==> config.mk <==
export PLATFORM = sky130hd
export DESIGN_NAME = onehot_led_sequencer
export DESIGN_NICKNAME = d
export VERILOG_FILES = /design/src/rtl/onehot_led_sequencer.sv
export SDC_FILE = /design/constraint.sdc
export NUM_CORES = 1
export LEC_CHECK = 0
export CAP_MARGIN = 20
export CORE_MARGIN = 4
export CORE_UTILIZATION = 40
export CTS_CLUSTER_DIAMETER = 40
export CTS_CLUSTER_SIZE = 12
export DETAILED_ROUTE_END_ITERATION = 6
export DONT_BUFFER_PORTS = 1
export HOLD_SLACK_MARGIN = 0.06
export PLACE_DENSITY = 0.67
export SLEW_MARGIN = 20
export SYNTH_ARGS = -nofsm -noshare
export SYNTH_HDL_FRONTEND = slang
export SYNTH_SLANG_ARGS = --single-unit
==> constraint.sdc <==
create_clock -name clk -period 2.2 [get_ports clk]
set_input_delay 0.44 -clock clk [delete_from_list [all_inputs] [get_ports clk]]
set_output_delay 0.44 -clock clk [all_outputs]
set_load 0.02 [all_outputs]
==> src/rtl/onehot_led_sequencer.sv <==
// rtl/onehot_led_sequencer.sv - registered one-hot LED decoder with up/down/bounce stepping engine
module onehot_led_sequencer #(
    parameter int SEL_W    = 4,
    parameter int PRESCALE = 25_000_000
) (
    input  logic                    clk,
    input  logic                    rst,
    input  logic                    en,
    input  logic [1:0]              mode,
    input  logic [SEL_W-1:0]        sw,
    output logic [(1<<SEL_W)-1:0]   led,
    output logic [SEL_W-1:0]        pos,
    output logic                    tick
);
    localparam int OUT_W = 1 << SEL_W;
    localparam int CNT_W = (PRESCALE > 1) ? $clog2(PRESCALE) : 1;
    localparam logic [CNT_W-1:0] CNT_MAX = CNT_W'(PRESCALE - 1);
    localparam logic [SEL_W-1:0] POS_MAX = '1;
    localparam logic [1:0] MODE_DIRECT = 2'b00;
    localparam logic [1:0] MODE_UP     = 2'b01;
    localparam logic [1:0] MODE_DOWN   = 2'b10;
    localparam logic [1:0] MODE_BOUNCE = 2'b11;
    localparam logic [OUT_W-1:0] LED_ONE = OUT_W'(1);

    typedef enum logic {DIR_UP = 1'b0, DIR_DN = 1'b1} dir_t;

    dir_t               r_dir;
    logic [CNT_W-1:0]   r_cnt;
    logic [SEL_W-1:0]   r_pos;
    logic [OUT_W-1:0]   r_led;
    logic               r_tick;
    logic [1:0]         r_mode_q;

    logic [SEL_W-1:0]   w_pos_next;
    logic               w_step;

    assign w_step = (r_cnt == CNT_MAX);

    always_comb begin
        w_pos_next = r_pos;
        case (mode)
            MODE_UP:     w_pos_next = r_pos + SEL_W'(1);
            MODE_DOWN:   w_pos_next = r_pos - SEL_W'(1);
            MODE_BOUNCE: w_pos_next = (r_dir == DIR_DN) ? r_pos - SEL_W'(1) : r_pos + SEL_W'(1);
            default:     w_pos_next = r_pos;
        endcase
    end

    always_ff @(posedge clk) begin
        if (rst) begin
            r_pos    <= '0;
            r_led    <= LED_ONE;
            r_dir    <= DIR_UP;
            r_cnt    <= '0;
            r_tick   <= 1'b0;
            r_mode_q <= MODE_DIRECT;
        end else if (en) begin
            r_tick <= 1'b0;
            if (mode != r_mode_q) begin
                // Mode switch restarts the prescaler; pos is kept so walks start from the last DIRECT value
                r_mode_q <= mode;
                r_cnt    <= '0;
                if (mode == MODE_BOUNCE)
                    r_dir <= (r_pos == POS_MAX) ? DIR_DN : DIR_UP;
            end else if (mode == MODE_DIRECT) begin
                r_pos <= sw;
                r_led <= LED_ONE << sw;
                r_cnt <= '0;
            end else if (w_step) begin
                r_cnt  <= '0;
                r_tick <= 1'b1;
                r_pos  <= w_pos_next;
                r_led  <= LED_ONE << w_pos_next;
                if (mode == MODE_BOUNCE) begin
                    if (r_dir == DIR_UP && w_pos_next == POS_MAX)
                        r_dir <= DIR_DN;
                    else if (r_dir == DIR_DN && w_pos_next == '0)
                        r_dir <= DIR_UP;
                end
            end else begin
                r_cnt <= r_cnt + CNT_W'(1);
            end
        end else begin
            r_tick <= 1'b0;
        end
    end

    assign led  = r_led;
    assign pos  = r_pos;
    assign tick = r_tick;
endmodule

==> qor.yml <==
route:
  drtIter0Drc: 225
  postRouteAntennaNets: 0
  num_vias: 2584
  wl_mm: 6.77
  via_per_inst: 5.93
  wl_per_cell_um: 15.5
  drc: 0
  dr.pass1.iters: 5
grt:
  antenna_found_initial: 0
  grt_pass1_wl_mm: 11.3
  grt_max_degree: 51
  grt_use_total_pct: 16.0
  first_global_vias: 2349
  grt_remaining_overflow: 0
setup_path:
  path_class: "flip-flop to flip-flop"
  crit_fanout: 5
  startpoint_type: "flip-flop"
  cp_cell_sequence: "nor4bb_2 -> nand4_1 -> or4_4 -> a31o_2 -> a22oi_2 -> mux2i_1"
  required_ps: 2440
  endpoint_kind: "flip-flop"
  arrival_ps: 2340
  path_buf_inv: 0
  cpMaxStageDelayCell: "or4_4"
  worst_path_largest_cell_delay_ps: 530
  cp_top_family: "simple AND/OR/NAND/NOR gates"
synth:
  syn_avg_cell_area_um2: 7.71
  syn_inst: 353
  yosysSeqAreaShare_pct: 36.0
  synth_nets: 365
  ys_ff_latch: 49
  synth_ff_type: "dfxtp_1"
  syn_area_mm2: 0.00272
  yosys_warnings: 0
  synth-async-reset-ratio_pct: 0
  synth_area_leader_cell: "dfxtp_1"
  yosysTopAreaCellShare_pct: 36.0
  synth_edf_count: 0
  yosys-top-cells-area: "dfxtp_1 (36%), nand2_1 (6.6%), a21oi_1 (5.9%)"
  synth_cell_types: 55
timing:
  finalSetupTns_ps: 0
  worstMarginPinSlew_ps: 706
  relSlewSlack_pct: 52.5
  rsz0062_at_grt: "true"
  fin_skew_ps: 5.96
  finalSetupViolCount: 0
  fmax_mhz: 476
  finalMaxSlewViolations: 0
  finalCritPeriodShare_pct: 95.4
  hold_viol: 0
  period_minus_slack_ps: 2100
finish:
  area_delta_synth_final_pct: 12.7
  regArea_um2: 991
  multi_input_area_mm2: 0.00167
  nNetsFinal: 370
  layout-drive-gt1-share_pct: 18.1
  fill_cells: 633
  diodes: 0
power:
  finalPower_mw: 1.59
  swShare_pct: 26.1
  p_int_mw: 1.18
  sequentialPowerShare_pct: 56.5
  p_clk_share_pct: 35.4
  ir_drop_v: 0.000242
  p_per_area_mw_per_mm2: 518
  combPwrFrac_pct: 8.1
  leakagePower_nw: 1.01
  p_switching_mw: 0.414
status:
  status: "complete, no violations"
floorplan:
  dieArea_mm2: 0.00819
  start_util_pct: 41.9
  core_area_mm2: 0.00649
  io-pin-count: 30
  fp.dieW_um: 90.5
  chipHeight_um: 90.5
  num_rows: 29
clock_network:
  hold_buffers: 0
  htreeDepth: 2
  clock_latency_ps: 310
  cts.sinks: 49
  cts_root_buf: "clkbuf_8"
  clk_pin_slew_worst_paths_ps: 90
  cts_tree: "done"
  numCtsBuffers: 5
  clock_path_buffers: 2
min_path:
  hp-class: "primary input to flip-flop"
job:
  maxCapViolCount: 0
placement:
  portBuffers: 0
  globalplace.congestion: 0.826
  hpwl_mm: 4.52
==> metrics by stage <==
stage	setup WS, ps	instances	util [%]	hold slack (ps)	cell area [µm²]
3_5_place_dp	-269	427	44.5	483	2890
2_1_floorplan	7.14	353	-	448	2730
5_1_grt	-21.8	436	47.3	174	3070
3_3_place_gp	-169	427	44.5	456	2890
4_1_cts	16.4	435	46.0	182	2990
6_report	101	436	47.3	196	3070
==> registers in the layout, indices dropped and copies added, names as in the netlist <==
signal,cells
led,16
pos,4
r_dir,1
r_cnt,25
r_mode_q,2
tick,1
==> metal layers <==
metal	global-route usage [%]	share of wire (%)	up-vias	routed length [µm]
met5	0	0	-	0
met4	3.70	0.71	0	48
met3	3.67	4.8	4	328
met2	25.4	47	53	3170
met1	22.0	48	1219	3220
li1	-	-	1308	-
==> power by group through the flow <==
stage / logic (mW) / clock network (mW) / registers, mW
global placement: 0.121 / 0 / 0.919
finish: 0.129 / 0.563 / 0.897
global route: 0.144 / 0.611 / 0.898
detailed placement: 0.123 / 0 / 0.919
floorplan: 0.109 / 0 / 0.919
CTS: 0.124 / 0.584 / 0.899
==> cell type report <==
class | instances | area share, %
multi-input combinational | 270 | 54.3
clock buffer | 5 | 2.24
tap | 77 | 3.14
sequential | 49 | 32.3
timing repair buffer | 24 | 6.28
clock inverter | 3 | 0.815
inverter | 8 | 0.978
==> cell usage after synthesis, drive strengths merged (3+ instances only) <==
library cell,count
or2,3
nor2,34
inv,8
nand3,23
buf,8
a31oi,7
and3,12
nor3,13
a22oi,8
a211oi,4
a21oi,33
dfxtp,49
a41oi,3
o21ai,11
mux2i,3
nor4,4
nand3b,4
xor2,4
nand4,6
a311oi,13
clkbuf,19
nand2,48
o31ai,5
ha,3
==> placed cells by master (no fill, tap or decap), drive strengths merged, types with 6 or more instances in the layout <==
cell type / n
a21oi: 33
a22oi: 8
a311oi: 13
a31oi: 7
and3: 12
buf: 24
dfxtp: 49
inv: 10
nand2: 48
nand3: 23
nand4: 6
nor2: 35
nor3: 13
o21ai: 11
==> worst register-to-register path, stage by stage (launching register included) <==
cell and delay [ps]:
dfxtp_2 360, nor4bb_2 290, nand4_1 220, or4_4 530
a31o_2 250, a22oi_2 190, mux2i_1 190
==> what timing repair did <==
item	CTS	global route
pin swaps	0	5
endpoints found under the setup margin	19	29
endpoints found under the hold margin	0	0
cloned	0	1
resized for setup	1	20
setup buffers	0	0
==> cells by family (layout without fill, tap and decap cells) <==
family	Yosys count	in the layout	synth area share [%]
compound gates	96	96	24.1
flops	49	49	36.0
simple gates	162	163	29.8
mux	3	3	1.10
fa+ha+maj	3	3	1.38
buf+inv	35	40	5.97
xor+xnor	5	5	1.61
==> final timing paths <==
kind,from,end,slack [ps],cells past startpoint
min reg2reg,r_cnt[16]$_SDFFE_PP0P_,r_cnt[16]$_SDFFE_PP0P_,470,1
min,rst,r_mode_q[1]$_SDFFE_PP0P_,200,1
max,r_cnt[16]$_SDFFE_PP0P_,r_dir$_SDFFE_PP0P_,100,6
max reg2reg,r_cnt[16]$_SDFFE_PP0P_,r_dir$_SDFFE_PP0P_,100,6
Note: power is estimated with default switching activity, not from simulation.
